$ cat config.mk
export PLATFORM = sky130hd
export DESIGN_NAME = fetch_stage
export DESIGN_NICKNAME = d
export VERILOG_FILES = /design/src/rtl/fetch_pkg.sv /design/src/rtl/fetch_buf.sv /design/src/rtl/fetch_stage.sv
export SDC_FILE = /design/constraint.sdc
export NUM_CORES = 1
export LEC_CHECK = 0
export ABC_AREA = 1
export CELL_PAD_IN_SITES_DETAIL_PLACEMENT = 1
export CELL_PAD_IN_SITES_GLOBAL_PLACEMENT = 2
export CORE_ASPECT_RATIO = 0.7
export CORE_MARGIN = 2
export CORE_UTILIZATION = 33
export CTS_CLUSTER_SIZE = 40
export DETAILED_ROUTE_END_ITERATION = 16
export PLACE_DENSITY = 0.95
export SYNTH_ARGS = -nofsm -noshare
export SYNTH_HDL_FRONTEND = slang
export SYNTH_HIERARCHICAL = 1
export SYNTH_SLANG_ARGS = --single-unit
$ cat constraint.sdc
create_clock -name clk -period 7.99 [get_ports clk]
set_clock_uncertainty 0.2 [all_clocks]
set_input_delay 2.397 -clock clk [delete_from_list [all_inputs] [get_ports clk]]
set_output_delay 2.397 -clock clk [all_outputs]
set_load 0.05 [all_outputs]
$ cat src/rtl/fetch_pkg.sv
// -----------------------------------------------------------------------------
// fetch_pkg
// Shared types and constants for the instruction-fetch stage.
//   XLEN          : datapath / address width
//   INST_NOP      : instruction word presented to decode when nothing is valid
//   fetch_state_t : FETCH (normal operation) / DRAIN (discarding stale responses)
//   fetch_entry_t : one instruction-buffer slot {pc, inst, filled}
//   align_word()  : clears the two low address bits
// -----------------------------------------------------------------------------
package fetch_pkg;

    localparam int XLEN = 32;
    localparam logic [XLEN-1:0] INST_NOP = 32'h0000_0000;

    typedef enum logic [0:0] {
        FETCH = 1'b0,
        DRAIN = 1'b1
    } fetch_state_t;

    typedef struct packed {
        logic [XLEN-1:0] pc;
        logic [XLEN-1:0] inst;
        logic            filled;
    } fetch_entry_t;

    function automatic logic [XLEN-1:0] align_word(input logic [XLEN-1:0] addr);
        return {addr[XLEN-1:2], 2'b00};
    endfunction

endpackage

$ cat src/rtl/fetch_buf.sv
// -----------------------------------------------------------------------------
// fetch_buf
// Circular in-order instruction buffer. A slot is allocated when the memory
// grants a request (its PC is known then), and filled later by the next
// in-order response. The head slot is presented to decode once filled.
//
// Ports:
//   clk, rst      : clock, synchronous active-high reset
//   flush         : free every slot (redirect)
//   alloc         : allocate tail slot with alloc_pc (count must be < DEPTH)
//   fill          : write fill_inst into the oldest allocated-unfilled slot;
//                   ignored when nothing is pending
//   pop           : free the head slot (caller only pops a filled head)
//   head_pc/inst  : head slot storage
//   head_filled   : head slot holds a returned instruction
//   count         : allocated slots, filled or not
//   pending       : allocated slots still waiting for their response
// -----------------------------------------------------------------------------
module fetch_buf
    import fetch_pkg::*;
#(
    parameter int DEPTH = 2,
    localparam int PW = $clog2(DEPTH),
    localparam int CW = PW + 1
) (
    input  logic            clk,
    input  logic            rst,
    input  logic            flush,
    input  logic            alloc,
    input  logic [XLEN-1:0] alloc_pc,
    input  logic            fill,
    input  logic [XLEN-1:0] fill_inst,
    input  logic            pop,
    output logic [XLEN-1:0] head_pc,
    output logic [XLEN-1:0] head_inst,
    output logic            head_filled,
    output logic [CW-1:0]   count,
    output logic [CW-1:0]   pending
);

    fetch_entry_t   entry_q [DEPTH];
    logic [PW-1:0]  head_q;
    logic [PW-1:0]  tail_q;
    logic [PW-1:0]  fill_q;
    logic [CW-1:0]  count_q;
    logic [CW-1:0]  pending_q;
    logic           fill_ok;

    logic [DEPTH-1:0] alloc_sel;
    logic [DEPTH-1:0] fill_sel;
    logic [DEPTH-1:0] pop_sel;

    // A response that arrives with nothing pending has no slot to land in.
    assign fill_ok = fill && (pending_q != '0);

    genvar gi;
    generate
        for (gi = 0; gi < DEPTH; gi++) begin : g_sel
            assign alloc_sel[gi] = alloc   && (tail_q == PW'(gi));
            assign fill_sel[gi]  = fill_ok && (fill_q == PW'(gi));
            assign pop_sel[gi]   = pop     && (head_q == PW'(gi));
        end
    endgenerate

    // Fill never targets the head being popped (head is already filled) nor
    // the slot being allocated (it is free), so these writes never collide
    // except alloc+pop on a full buffer, where both clear the filled bit.
    always_ff @(posedge clk) begin
        if (rst) begin
            for (int i = 0; i < DEPTH; i++) begin
                entry_q[i] <= '0;
            end
        end else if (flush) begin
            for (int i = 0; i < DEPTH; i++) begin
                entry_q[i].filled <= 1'b0;
            end
        end else begin
            for (int i = 0; i < DEPTH; i++) begin
                if (alloc_sel[i]) begin
                    entry_q[i].pc     <= alloc_pc;
                    entry_q[i].filled <= 1'b0;
                end
                if (fill_sel[i]) begin
                    entry_q[i].inst   <= fill_inst;
                    entry_q[i].filled <= 1'b1;
                end
                if (pop_sel[i]) begin
                    entry_q[i].filled <= 1'b0;
                end
            end
        end
    end

    always_ff @(posedge clk) begin
        if (rst || flush) begin
            head_q    <= '0;
            tail_q    <= '0;
            fill_q    <= '0;
            count_q   <= '0;
            pending_q <= '0;
        end else begin
            if (alloc) begin
                tail_q <= tail_q + PW'(1);
            end
            if (pop) begin
                head_q <= head_q + PW'(1);
            end
            if (fill_ok) begin
                fill_q <= fill_q + PW'(1);
            end
            count_q   <= count_q + CW'(alloc) - CW'(pop);
            pending_q <= pending_q + CW'(alloc) - CW'(fill_ok);
        end
    end

    assign head_pc     = entry_q[head_q].pc;
    assign head_inst   = entry_q[head_q].inst;
    assign head_filled = entry_q[head_q].filled;
    assign count       = count_q;
    assign pending     = pending_q;

endmodule

$ cat src/rtl/fetch_stage.sv
// -----------------------------------------------------------------------------
// fetch_stage
// Instruction-fetch stage of a 5-stage MIPS pipeline. Owns the PC, issues
// word-aligned requests over a req/gnt + in-order rvalid interface, buffers
// returned instructions in fetch_buf and presents one per cycle to decode.
// A redirect flushes the buffer and, if responses are still in flight, moves
// to DRAIN to throw them away before fetching from the new target.
//
// Parameters:
//   RESET_PC  : PC loaded on reset
//   BUF_DEPTH : buffer slots (power of 2, >= 2); bounds outstanding+buffered
//
// Ports:
//   clk, rst                : clock, synchronous active-high reset
//   i_stall                 : decode cannot accept this cycle
//   i_redirect/_pc          : taken branch/jump and its target
//   o_imem_req/_addr        : fetch request and word address
//   i_imem_gnt              : request accepted
//   i_imem_rvalid/_rdata    : in-order response
//   o_valid/o_inst/o_pc/o_pc4 : instruction handed to decode
//
// Optional build macro FETCH_PERF_CNT_EN adds three wrapping 32-bit counters:
//   o_perf_fetched      : instructions popped by decode
//   o_perf_stall_cycles : cycles with o_valid held by i_stall
//   o_perf_flushed      : filled entries discarded plus responses dropped
// -----------------------------------------------------------------------------
module fetch_stage
    import fetch_pkg::*;
#(
    parameter logic [31:0] RESET_PC  = 32'h0000_0000,
    parameter int          BUF_DEPTH = 2
) (
    input  logic        clk,
    input  logic        rst,
    input  logic        i_stall,
    input  logic        i_redirect,
    input  logic [31:0] i_redirect_pc,
    output logic        o_imem_req,
    output logic [31:0] o_imem_addr,
    input  logic        i_imem_gnt,
    input  logic        i_imem_rvalid,
    input  logic [31:0] i_imem_rdata,
    output logic        o_valid,
    output logic [31:0] o_inst,
    output logic [31:0] o_pc,
    output logic [31:0] o_pc4
`ifdef FETCH_PERF_CNT_EN
    ,
    output logic [31:0] o_perf_fetched,
    output logic [31:0] o_perf_stall_cycles,
    output logic [31:0] o_perf_flushed
`endif
);

    localparam int CW = $clog2(BUF_DEPTH) + 1;

    fetch_state_t    state_q, state_next;
    logic [XLEN-1:0] pc_q, pc_next;
    logic [CW-1:0]   drop_q, drop_next;

    logic [XLEN-1:0] head_pc;
    logic [XLEN-1:0] head_inst;
    logic            head_filled;
    logic [CW-1:0]   buf_count;
    logic [CW-1:0]   buf_pending;

    logic req;
    logic alloc;
    logic fill;
    logic pop;
    logic valid;

    // Request is held low while rst is asserted so nothing is issued before
    // the PC has been reloaded.
    assign req   = (state_q == FETCH) && (buf_count < CW'(BUF_DEPTH)) && !i_redirect && !rst;
    assign alloc = req && i_imem_gnt;
    assign valid = head_filled && (state_q == FETCH);
    // Redirect wins: no pop, and the response arriving with it is dropped.
    assign pop   = valid && !i_stall && !i_redirect;
    assign fill  = i_imem_rvalid && (state_q == FETCH) && !i_redirect;

    fetch_buf #(
        .DEPTH (BUF_DEPTH)
    ) u_buf (
        .clk         (clk),
        .rst         (rst),
        .flush       (i_redirect),
        .alloc       (alloc),
        .alloc_pc    (pc_q),
        .fill        (fill),
        .fill_inst   (i_imem_rdata),
        .pop         (pop),
        .head_pc     (head_pc),
        .head_inst   (head_inst),
        .head_filled (head_filled),
        .count       (buf_count),
        .pending     (buf_pending)
    );

    always_comb begin
        state_next = state_q;
        pc_next    = pc_q;
        drop_next  = drop_q;

        if (alloc) begin
            pc_next = pc_q + 32'd4;
        end

        case (state_q)
            FETCH: begin
                if (i_redirect) begin
                    pc_next = align_word(i_redirect_pc);
                    // A response arriving right now belongs to the oldest
                    // unfilled slot, so it is already accounted for.
                    if (i_imem_rvalid && (buf_pending != '0)) begin
                        drop_next = buf_pending - CW'(1);
                    end else begin
                        drop_next = buf_pending;
                    end
                    if (drop_next != '0) begin
                        state_next = DRAIN;
                    end
                end
            end
            DRAIN: begin
                if (i_redirect) begin
                    pc_next = align_word(i_redirect_pc);
                end
                if (i_imem_rvalid && (drop_q != '0)) begin
                    drop_next = drop_q - CW'(1);
                end
                if (drop_next == '0) begin
                    state_next = FETCH;
                end
            end
            default: begin
                state_next = FETCH;
            end
        endcase
    end

    always_ff @(posedge clk) begin
        if (rst) begin
            state_q <= FETCH;
            pc_q    <= RESET_PC;
            drop_q  <= '0;
        end else begin
            state_q <= state_next;
            pc_q    <= pc_next;
            drop_q  <= drop_next;
        end
    end

    assign o_imem_req  = req;
    assign o_imem_addr = pc_q;
    assign o_valid     = valid;
    assign o_inst      = valid ? head_inst : INST_NOP;
    assign o_pc        = valid ? head_pc : '0;
    assign o_pc4       = valid ? (head_pc + 32'd4) : '0;

`ifdef FETCH_PERF_CNT_EN
    logic [31:0]   perf_fetched_q;
    logic [31:0]   perf_stall_q;
    logic [31:0]   perf_flushed_q;
    logic          drop_event;
    logic [CW-1:0] discard_cnt;

    // Each abandoned fetch is counted once: filled slots when the redirect
    // frees them, unfilled ones when their response is thrown away.
    always_comb begin
        drop_event  = 1'b0;
        discard_cnt = '0;
        if ((state_q == FETCH) && i_redirect) begin
            discard_cnt = buf_count - buf_pending;
            drop_event  = i_imem_rvalid && (buf_pending != '0);
        end else if (state_q == DRAIN) begin
            drop_event  = i_imem_rvalid && (drop_q != '0);
        end
    end

    always_ff @(posedge clk) begin
        if (rst) begin
            perf_fetched_q <= '0;
            perf_stall_q   <= '0;
            perf_flushed_q <= '0;
        end else begin
            perf_fetched_q <= perf_fetched_q + 32'(pop);
            perf_stall_q   <= perf_stall_q + 32'(valid && i_stall && !i_redirect);
            perf_flushed_q <= perf_flushed_q + 32'(discard_cnt) + 32'(drop_event);
        end
    end

    assign o_perf_fetched      = perf_fetched_q;
    assign o_perf_stall_cycles = perf_stall_q;
    assign o_perf_flushed      = perf_flushed_q;
`endif

`ifndef SYNTHESIS
    // A response with nothing outstanding is ignored by the logic above, but
    // it indicates a broken memory model or interconnect.
    logic rvalid_orphan;
    assign rvalid_orphan = i_imem_rvalid &&
                           ((state_q == FETCH) ? (buf_pending == '0) : (drop_q == '0));
    a_no_orphan_rvalid: assert property (@(posedge clk) disable iff (rst) !rvalid_orphan);
`endif

endmodule
Yosys cells after proc, flatten, opt, wreduce, memory -nomap -nowiden

Memories as Yosys holds them, arrays and structs flattened. A register that Yosys moved wholly into a read port is not among the register bits.
Cells that the tools add are included.

Reductions and logical operators: 27
$add $sub $neg: 11
Multipliers: 0
Bitwise gates (word level): 16
Equal/unequal tests: 1
Order comparisons: 1
Shift-type cells: 0
Mux-type cells: 59
Divide/modulo/power cells: 0

Operator list:

| cell                                                               | number |
|---|---|
| 32-bit two-way mux                                                 | 9 |
| 32-bit by 3-bit adder with 32-bit output, second input constant    | 2 |
| 1-bit two-way mux                                                  | 42 |
| 1-bit logical AND                                                  | 18 |
| 2-bit two-way mux                                                  | 6 |
| 1-bit OR                                                           | 12 |
| 2-bit nonzero test                                                 | 4 |
| 2-bit by 1-bit adder with 2-bit output                             | 2 |
| 1-bit NOT                                                          | 4 |
| 2-bit case mux with 2 select lines                                 | 1 |
| 2-bit by 1-bit subtractor with 2-bit output                        | 2 |
| 2-bit by 1-bit subtractor with 2-bit output, second input constant | 2 |
| 1-bit adder, second input constant                                 | 3 |
| 1-bit zero test                                                    | 3 |
| 2-bit zero test                                                    | 1 |
| 2-bit less-than comparator, second input constant                  | 1 |
| 2-bit inequality test, second input constant                       | 1 |
| 1-bit case mux with 2 select lines                                 | 1 |
| 1-bit logical OR                                                   | 1 |

Input port bits: 70
Bits in latches: 0
RAM bits: 130
Memories: 1
Output and inout bits: 130
ROM bits: 0
Logic and storage cells: 124
Bits in registers: 42

Memories:

| memory        | depth | bits a word | rd ports | clocked after Yosys merged registers in | write ports | RTL line        | source |
|---|---|---|---|---|---|---|---|
| u_buf.entry_q | 2     | 65          | 1        | 1                                       | 2           | fetch_buf.sv:41 | `fetch_entry_t entry_q [DEPTH];` |

Depth between registers and ports, before layout

Gate-level depths: netlist of run 1.

Depth in word-level cells: 13
Depth in mapped cells: 14
Depth with buffers taken out: 12

Cells and area by module

Netlist of run 1, hierarchy kept.

Modules (own cells, without submodules):

| module      | area each (sq um) | sequential area each (sq um) | cells each | times used |
|---|---|---|---|---|
| fetch_buf   | 6012.0            | 4063.9                       | 470        | 1 |
| fetch_stage | 3829.9            | 660.6                        | 751        | 1 |

Least setup slack after synthesis of run 1

OpenSTA, ideal clock, no wires.

Path kind: input to output
Start: input port rst
End: output port o_imem_req
Slack: 2.144 ns
Arrival: 3.249 ns
Required time: 5.393 ns
Stages: 3
Path buffers: 0
Cells stage by stage: inv_1 nand2_1 nor2_1

Longest elaborated chain between the ends: 2

RTL lines:

| element            | RTL line          | source |
|---|---|---|
| start: declaration | fetch_stage.sv:34 | `input logic rst,` |
| 1-bit zero test    | fetch_stage.sv:75 | `assign req = (state_q == FETCH) && (buf_count < CW'(BUF_DEPTH)) && !i_redirect && !rst;` |
| 1-bit logical AND  | fetch_stage.sv:75 |  |
| end: declaration   | fetch_stage.sv:38 | `output logic o_imem_req,` |

Every way passes these cells.

Worst setup path in the final report of run 1

Same ends and word-level chain as after synthesis.

==> results.tsv, run 1 <==
metric	value	unit
CTS resizes	0	
Hold Path Sink	u_buf/tail_q	
critical path's slowest cell	clkdlybuf4s50_1	
CP Cell Sequence	clkdlybuf4s50_1 -> inv_1 -> nand2_1 -> nor2_1 -> clkdlybuf4s50_1	
post-route ant nets	0	
Core Area	0.0291	mm²
vias in the first global route	8548	
endpoints failing hold	0	
Fin Setup TNS	0	ns
fillers	3521	
CTS tree	built	
Fin Hold WS	0.335	ns
R2R Path End	u_buf/entry_q[1][36]	
relative slew slack	0.433	
register clock-pin slew on the reported worst setup and hold paths	0.06	ns
R2R depth	8	
GRT Total Usage	0.197	
Post-synth EDFFs	130	
GP Congestion	0.827	
hold_buf cts	0	
1st-pass router iterations	5	
Multi-input gate area	0.00395	mm²
first-pass GRT wire length	47200	µm
LEAKAGE	0.00543	µW
Synth top area share	0.397	
Seq. cell area	0.00473	mm²
Max Slew Vio Count	0	
H-tree depth	4	
via count	8382	
sequential area share after synthesis	0.480	
largest cells by area after synthesis	edfxtp_1 (40%), nand2_1 (9.9%), inv_1 (9.4%)	
DR iter-0 viols	488	
Post-CTS Setup Bufs	0	
row cnt	52	
Setup CP Type	in2out	
Buf/Inv on CP	3	
Crit. End Element	primary output	
Data required, critical path	5.39	ns
final core utilization	0.436	
crit path launch type	input pin	
Die ar.	0.0312	mm²
Mapped Cells	1221	
num ports	200	
clk_lat worst skew	0.45	ns
drt total wl	30500	µm
total CTS buffers	17	
Routed WL per cell	17.0	µm
initial antenna violation count	0	
most common cell in the netlist	nand2_1	
min-delay src	u_buf/tail_q	
CP arrival	4.03	ns
Die Span Y	148	µm
fin crit share	0.829	
Reg2Reg Setup Slack	4.05	ns
final routed DRC violation total	0	
Congestion Overflow GR	0	
library cells used by synthesis	39	
initial core utilization	0.338	
Primary FF master, synth	edfxtp_1	
cell family with most CP delay	buffers and inverters	
largest net degree at the start of global routing	65	
Worst path max stage delay	0.81	ns
max-capacitance violation count	0	
n_diodes	0	
Worst-Margin Slew	0.851	ns
mean cell area of the mapped netlist	8.06	µm²
CP most frequent cell	clkdlybuf4s50_1	
die width	210	µm
Cell Area, Synth	0.00984	mm²
Worst Hold Class	reg2reg	
min Tclk post-route	6.62	ns
Via density	4.66	
Synth Register Bits	171	
port buffer count	195	
Clock Path Buffers	2	
Async SR Flop Fraction	0	
Worst Hold Depth	2	
Setup Viol. Count Final	0	
f_max	151	MHz
RSZ-0062 raised after global routing	no	
VDD IR max	0.140	mV
share of cells above drive strength 1	0.104	
Final #Nets	1488	
Critical Path Fanout Max	6	
synth cell count leaders	nand2_1 (259), inv_1 (247), nor2_1 (207), edfxtp_1 (130), mux2_2 (65)	
clk root buf	clkbuf_16	
area leader, netlist	edfxtp_1	
P per Cell Area	172	mW/mm²
status	complete, no violations	
P&R area growth vs syn	29.0	%
Sink Count	171	
warnings from Yosys	6	
post-DP HPWL	22600	µm
## flip-flops by register name (all words and copies together) (netlist names), named ones only
signal / count
u_buf/count: 2
u_buf/fill_q: 1
o_imem_addr: 30
u_buf/head_q: 1
u_buf/tail_q: 1
u_buf/pending: 2
u_buf/entry_q: 130
drop_q: 2
state_q: 1
## metal layers
| layer | share of wire | vias up | GRT usage |
|---|---|---|---|
| met2 | 0.43 | 202 | 0.302 |
| met5 | 0 | - | 0 |
| met3 | 0.049 | 15 | 0.0372 |
| met4 | 0.0085 | 0 | 0.0380 |
| li1 | - | 4177 | - |
| met1 | 0.51 | 3988 | 0.290 |
## how the worst max path moves through the flow
stage | cells after the start | end | slack [ns] | from
3_5_place_dp | 5 | o_imem_req | 1.38 | rst
5_1_grt | 5 | o_imem_req | 1.30 | rst
6_report | 5 | o_imem_req | 1.37 | rst
2_1_floorplan | 3 | o_imem_req | 2.14 | rst
3_3_place_gp | 5 | o_imem_req | 1.38 | rst
4_1_cts | 5 | o_imem_req | 1.36 | rst
## cell families (layout without fill, tap and decap cells)
family                     Yosys count  count (layout)  share of synthesized area
and+or+nand+nor                    586             586                      0.253
DFF                                171             171                      0.480
buffers and inverters              291             488                      0.121
AOI/OAI and AO/OA                   82              82                     0.0451
other                                1               4                   0.000381
muxes                               65              65                     0.0744
adders and majority gates           10              10                     0.0127
xor gates and xnor gates            15              15                     0.0133
## per-stage QoR
step / setup WS [ns] / instances / instance area [µm²] / total power, µW
floorplan: 2.14 / 1224 / 9850 / 1240
global placement: 1.38 / 1767 / 12100 / 1370
detailed placement: 1.38 / 1767 / 12100 / 1370
CTS: 1.36 / 1799 / 12700 / 2210
global route: 1.30 / 1799 / 12700 / 2280
finish: 1.37 / 1799 / 12700 / 2190
## cell usage in the layout (no fill, tap or decap), drive strengths merged
cell / instances
conb: 4
clkbuf: 17
dfxtp: 41
buf: 9
clkinv: 5
clkinvlp: 2
nor3: 19
ha: 10
mux2: 65
xnor2: 6
nor3b: 1
nand2: 276
edfxtp: 130
nand4: 9
a21oi: 37
bufinv: 1
clkdlybuf4s50: 195
a22oi: 1
a31oi: 9
xor2: 9
inv: 259
and2: 3
o22ai: 1
nand3: 55
or2: 1
o21ai: 31
nor2: 221
nand3b: 1
o211ai: 3
## worst reg2reg max path, stage by stage (launching register included)
cell and delay [ns]:
dfxtp_2 0.87, mux2_2 0.44, nand2_4 0.33, nor3_1 0.22, ha_1 0.30, o21ai_4 0.18
nand3_4 0.66, nand2_1 0.38, inv_1 0.11
## report_power, final
part / switching [µW] / internal [µW]
Sequential: 31.6 / 991
Clock: 392 / 443
Combinational: 217 / 114
## area by class of cell
class / count / share of cell area
clock buffer: 17 / 0.0335
clock inverter: 15 / 0.0125
inverter: 252 / 0.0745
multi-input combinational: 762 / 0.311
sequential: 171 / 0.372
tap: 378 / 0.0372
timing repair buffer: 204 / 0.159
Power figures use the tool's default switching activity.
==> inputs of run 2 (changes only) <==
--- a/config.mk
+++ b/config.mk
@@ -10,10 +10,10 @@
 export CELL_PAD_IN_SITES_GLOBAL_PLACEMENT = 2
 export CORE_ASPECT_RATIO = 0.7
 export CORE_MARGIN = 2
-export CORE_UTILIZATION = 33
+export CORE_UTILIZATION = 30
 export CTS_CLUSTER_SIZE = 40
 export DETAILED_ROUTE_END_ITERATION = 16
-export PLACE_DENSITY = 0.95
+export PLACE_DENSITY = 0.88
 export SYNTH_ARGS = -nofsm -noshare
 export SYNTH_HDL_FRONTEND = slang
 export SYNTH_HIERARCHICAL = 1
==> constraint.sdc (replaced) <==
create_clock -name clk -period 6.74 [get_ports clk]
set_clock_uncertainty 0.2 [all_clocks]
set_input_delay 2.022 -clock clk [delete_from_list [all_inputs] [get_ports clk]]
set_output_delay 2.022 -clock clk [all_outputs]
set_load 0.05 [all_outputs]
==> run 2 against run 1 <==
Global-route usage down 1.2 points. First-iteration DRC count down 4.1%. Routed wire length up 1.8%. Sequential share of layout area down 0.36 points. Count of clock-buffer cells in the layout up 3. Die area up 9.8%. Via count up 0.63%. Register-to-register slack worse by 0.78 ns. Power up 21%. Sequential cell count unchanged. Largest cell class unchanged.
==> results.tsv, run 2 (same netlist as run 1, synthesis figures left out) <==
metric	value	unit	change
CTS tree	built		unchanged
initial core utilization	0.305		was 0.338
CP arrival	3.58	ns	was 4.03 ns
Core Area	0.0323	mm²	was 0.0291 mm²
commonest cells after routing, fill and taps aside	nand2_1 (258), inv_1 (247), nor2_1 (207), clkdlybuf4s50_1 (194), edfxtp_1 (130)		was nand2_1 (258), inv_1 (247), nor2_1 (207), clkdlybuf4s50_1 (195), edfxtp_1 (130)
vias in the first global route	8685		was 8548
Clock Path Buffers	2		unchanged
max reg flops	130		unchanged
VDD IR max	0.110	mV	was 0.140 mV
n_diodes	0		unchanged
P per Cell Area	206	mW/mm²	was 172 mW/mm²
placed cells	1818		was 1767
1st-pass router iterations	4		was 5
Routed WL per cell	16.8	µm	was 17.0 µm
die width	220	µm	was 210 µm
RSZ-0062 raised after global routing	no		unchanged
num ports	200		unchanged
fin crit share	0.861		
drt total wl	31100	µm	was 30500 µm
share of cells above drive strength 1	0.106		was 0.104
via count	8435		was 8382
largest net degree at the start of global routing	62		was 65
initial antenna violation count	0		unchanged
row cnt	55		was 52
status	complete, no violations		unchanged
Sink Count	171		unchanged
R2R depth	9		was 8
Reg with most FFs	u_buf/entry_q		unchanged
relative slew slack	0.594		was 0.433
CTS resizes	0		unchanged
clk root buf	clkbuf_16		unchanged
Crit. End Element	primary output		unchanged
Die Span Y	156	µm	was 148 µm
post-route ant nets	0		unchanged
hold_buf cts	0		unchanged
setup ws final	0.939	ns	was 1.37 ns
worst slack, placed	1.38	ns	about the same
register clock-pin slew on the reported worst setup and hold paths	0.06	ns	about the same
Setup CP Type	reg2out		was in2out
Worst Hold Depth	2		unchanged
Data required, critical path	4.52	ns	was 5.39 ns
DR iter-0 viols	468		was 488
Hold Path Sink	u_buf/tail_q		unchanged
Die ar.	0.0343	mm²	was 0.0312 mm²
max-capacitance violation count	0		unchanged
Placement Cell Area	0.0122	mm²	was 0.0121 mm²
first-pass GRT wire length	48300	µm	was 47200 µm
Final Instance Area	0.0128	mm²	was 0.0127 mm²
Critical Path Fanout Max	22		was 6
H-tree depth	4		unchanged
Reg2Reg Setup Slack	3.27	ns	was 4.05 ns
min-delay src	u_buf/tail_q		unchanged
post-DP HPWL	23100	µm	was 22600 µm
Worst-Margin Slew	0.605	ns	was 0.851 ns
GP Congestion	0.851		was 0.827
f_max	172	MHz	
port buffer count	195		unchanged
Worst Hold Class	reg2reg		unchanged
crit path launch type	flip-flop		was input pin
Final #Nets	1490		was 1488
endpoints failing hold	0		unchanged
total CTS buffers	17		unchanged
Setup Viol. Count Final	0		unchanged
most common cell after layout, fill and taps aside	nand2_1		unchanged
GRT Total Usage	0.184		was 0.197
final std cells w/o fill	1850		was 1799
Via density	4.56		was 4.66
Max Slew Vio Count	0		unchanged
LEAKAGE	0.00547	µW	was 0.00543 µW
R2R Path End	u_buf/entry_q[0][14]		was u_buf/entry_q[1][36]
Congestion Overflow GR	0		unchanged
clk_lat worst skew	0.45	ns	about the same
min Tclk post-route	5.80	ns	
Fin Setup TNS	0	ns	unchanged
P&R area growth vs syn	30.3	%	was 29.0%
final routed DRC violation total	0		unchanged
Post-CTS Setup Bufs	0		unchanged
run 2: cell types whose count changed in the layout (fill, tap and decap cells not counted), moves of 2 or more:
cell,previous run,this run
buf_12,0,2
clkbuf_8,0,2
clkinv_4,1,3
clkinvlp_4,2,0
run 2: critical path, cell delays in order, from the launching register on:
cell	delay, ns
dfxtp_2	0.68
mux2_2	0.34
ha_1	0.26
nand3_1	0.19
nor3_1	0.40
nand3_1	0.15
xor2_1	0.20
nor2_1	0.11
clkdlybuf4s50_1	0.81
run 2: per-stage QoR:
stage	hold WS [ns]	util	power, µW
detailed placement	0.319	0.378	1630
CTS	0.334	0.397	2670
global route	0.351	0.397	2730
floorplan	0.269	-	1460
global placement	0.283	0.378	1620
finish	0.328	0.397	2640
run 2: routing by layer:
layer,up-vias,global-route usage,wire [µm]
met2,184,0.275,13300
met4,0,0.0361,214
met1,4043,0.275,16000
met3,20,0.0366,1490
li1,4188,-,-
met5,-,0,0
run 2: power by group:
part	switching, µW	internal, µW	leakage (µW)	total [µW]
clock network	451	578	0.000301	1030
logic	258	137	0.00349	396
registers	37.3	1170	0.00168	1210
total	747	1890	0.00547	2640
run 2: how the worst max path moves through the flow:
stage	slack, ns	startpoint	cells after the start	end
detailed placement	1.38	flip-flop	8	o_pc4[18]
floorplan	1.64	rst	3	o_imem_req
global placement	1.39	flip-flop	8	o_pc4[18]
finish	0.94	flip-flop	8	o_pc4[18]
global route	0.66	flip-flop	8	o_pc4[18]
CTS	0.89	flip-flop	8	o_pc4[18]
run 2: cell type report:
class / count / area, µm²
multi-input combinational: 762 / 3950
inverter: 252 / 946
sequential: 171 / 4730
clock buffer: 20 / 457
timing repair buffer: 206 / 2060
tap: 427 / 534
clock inverter: 12 / 151
fill: 3860 / 19500
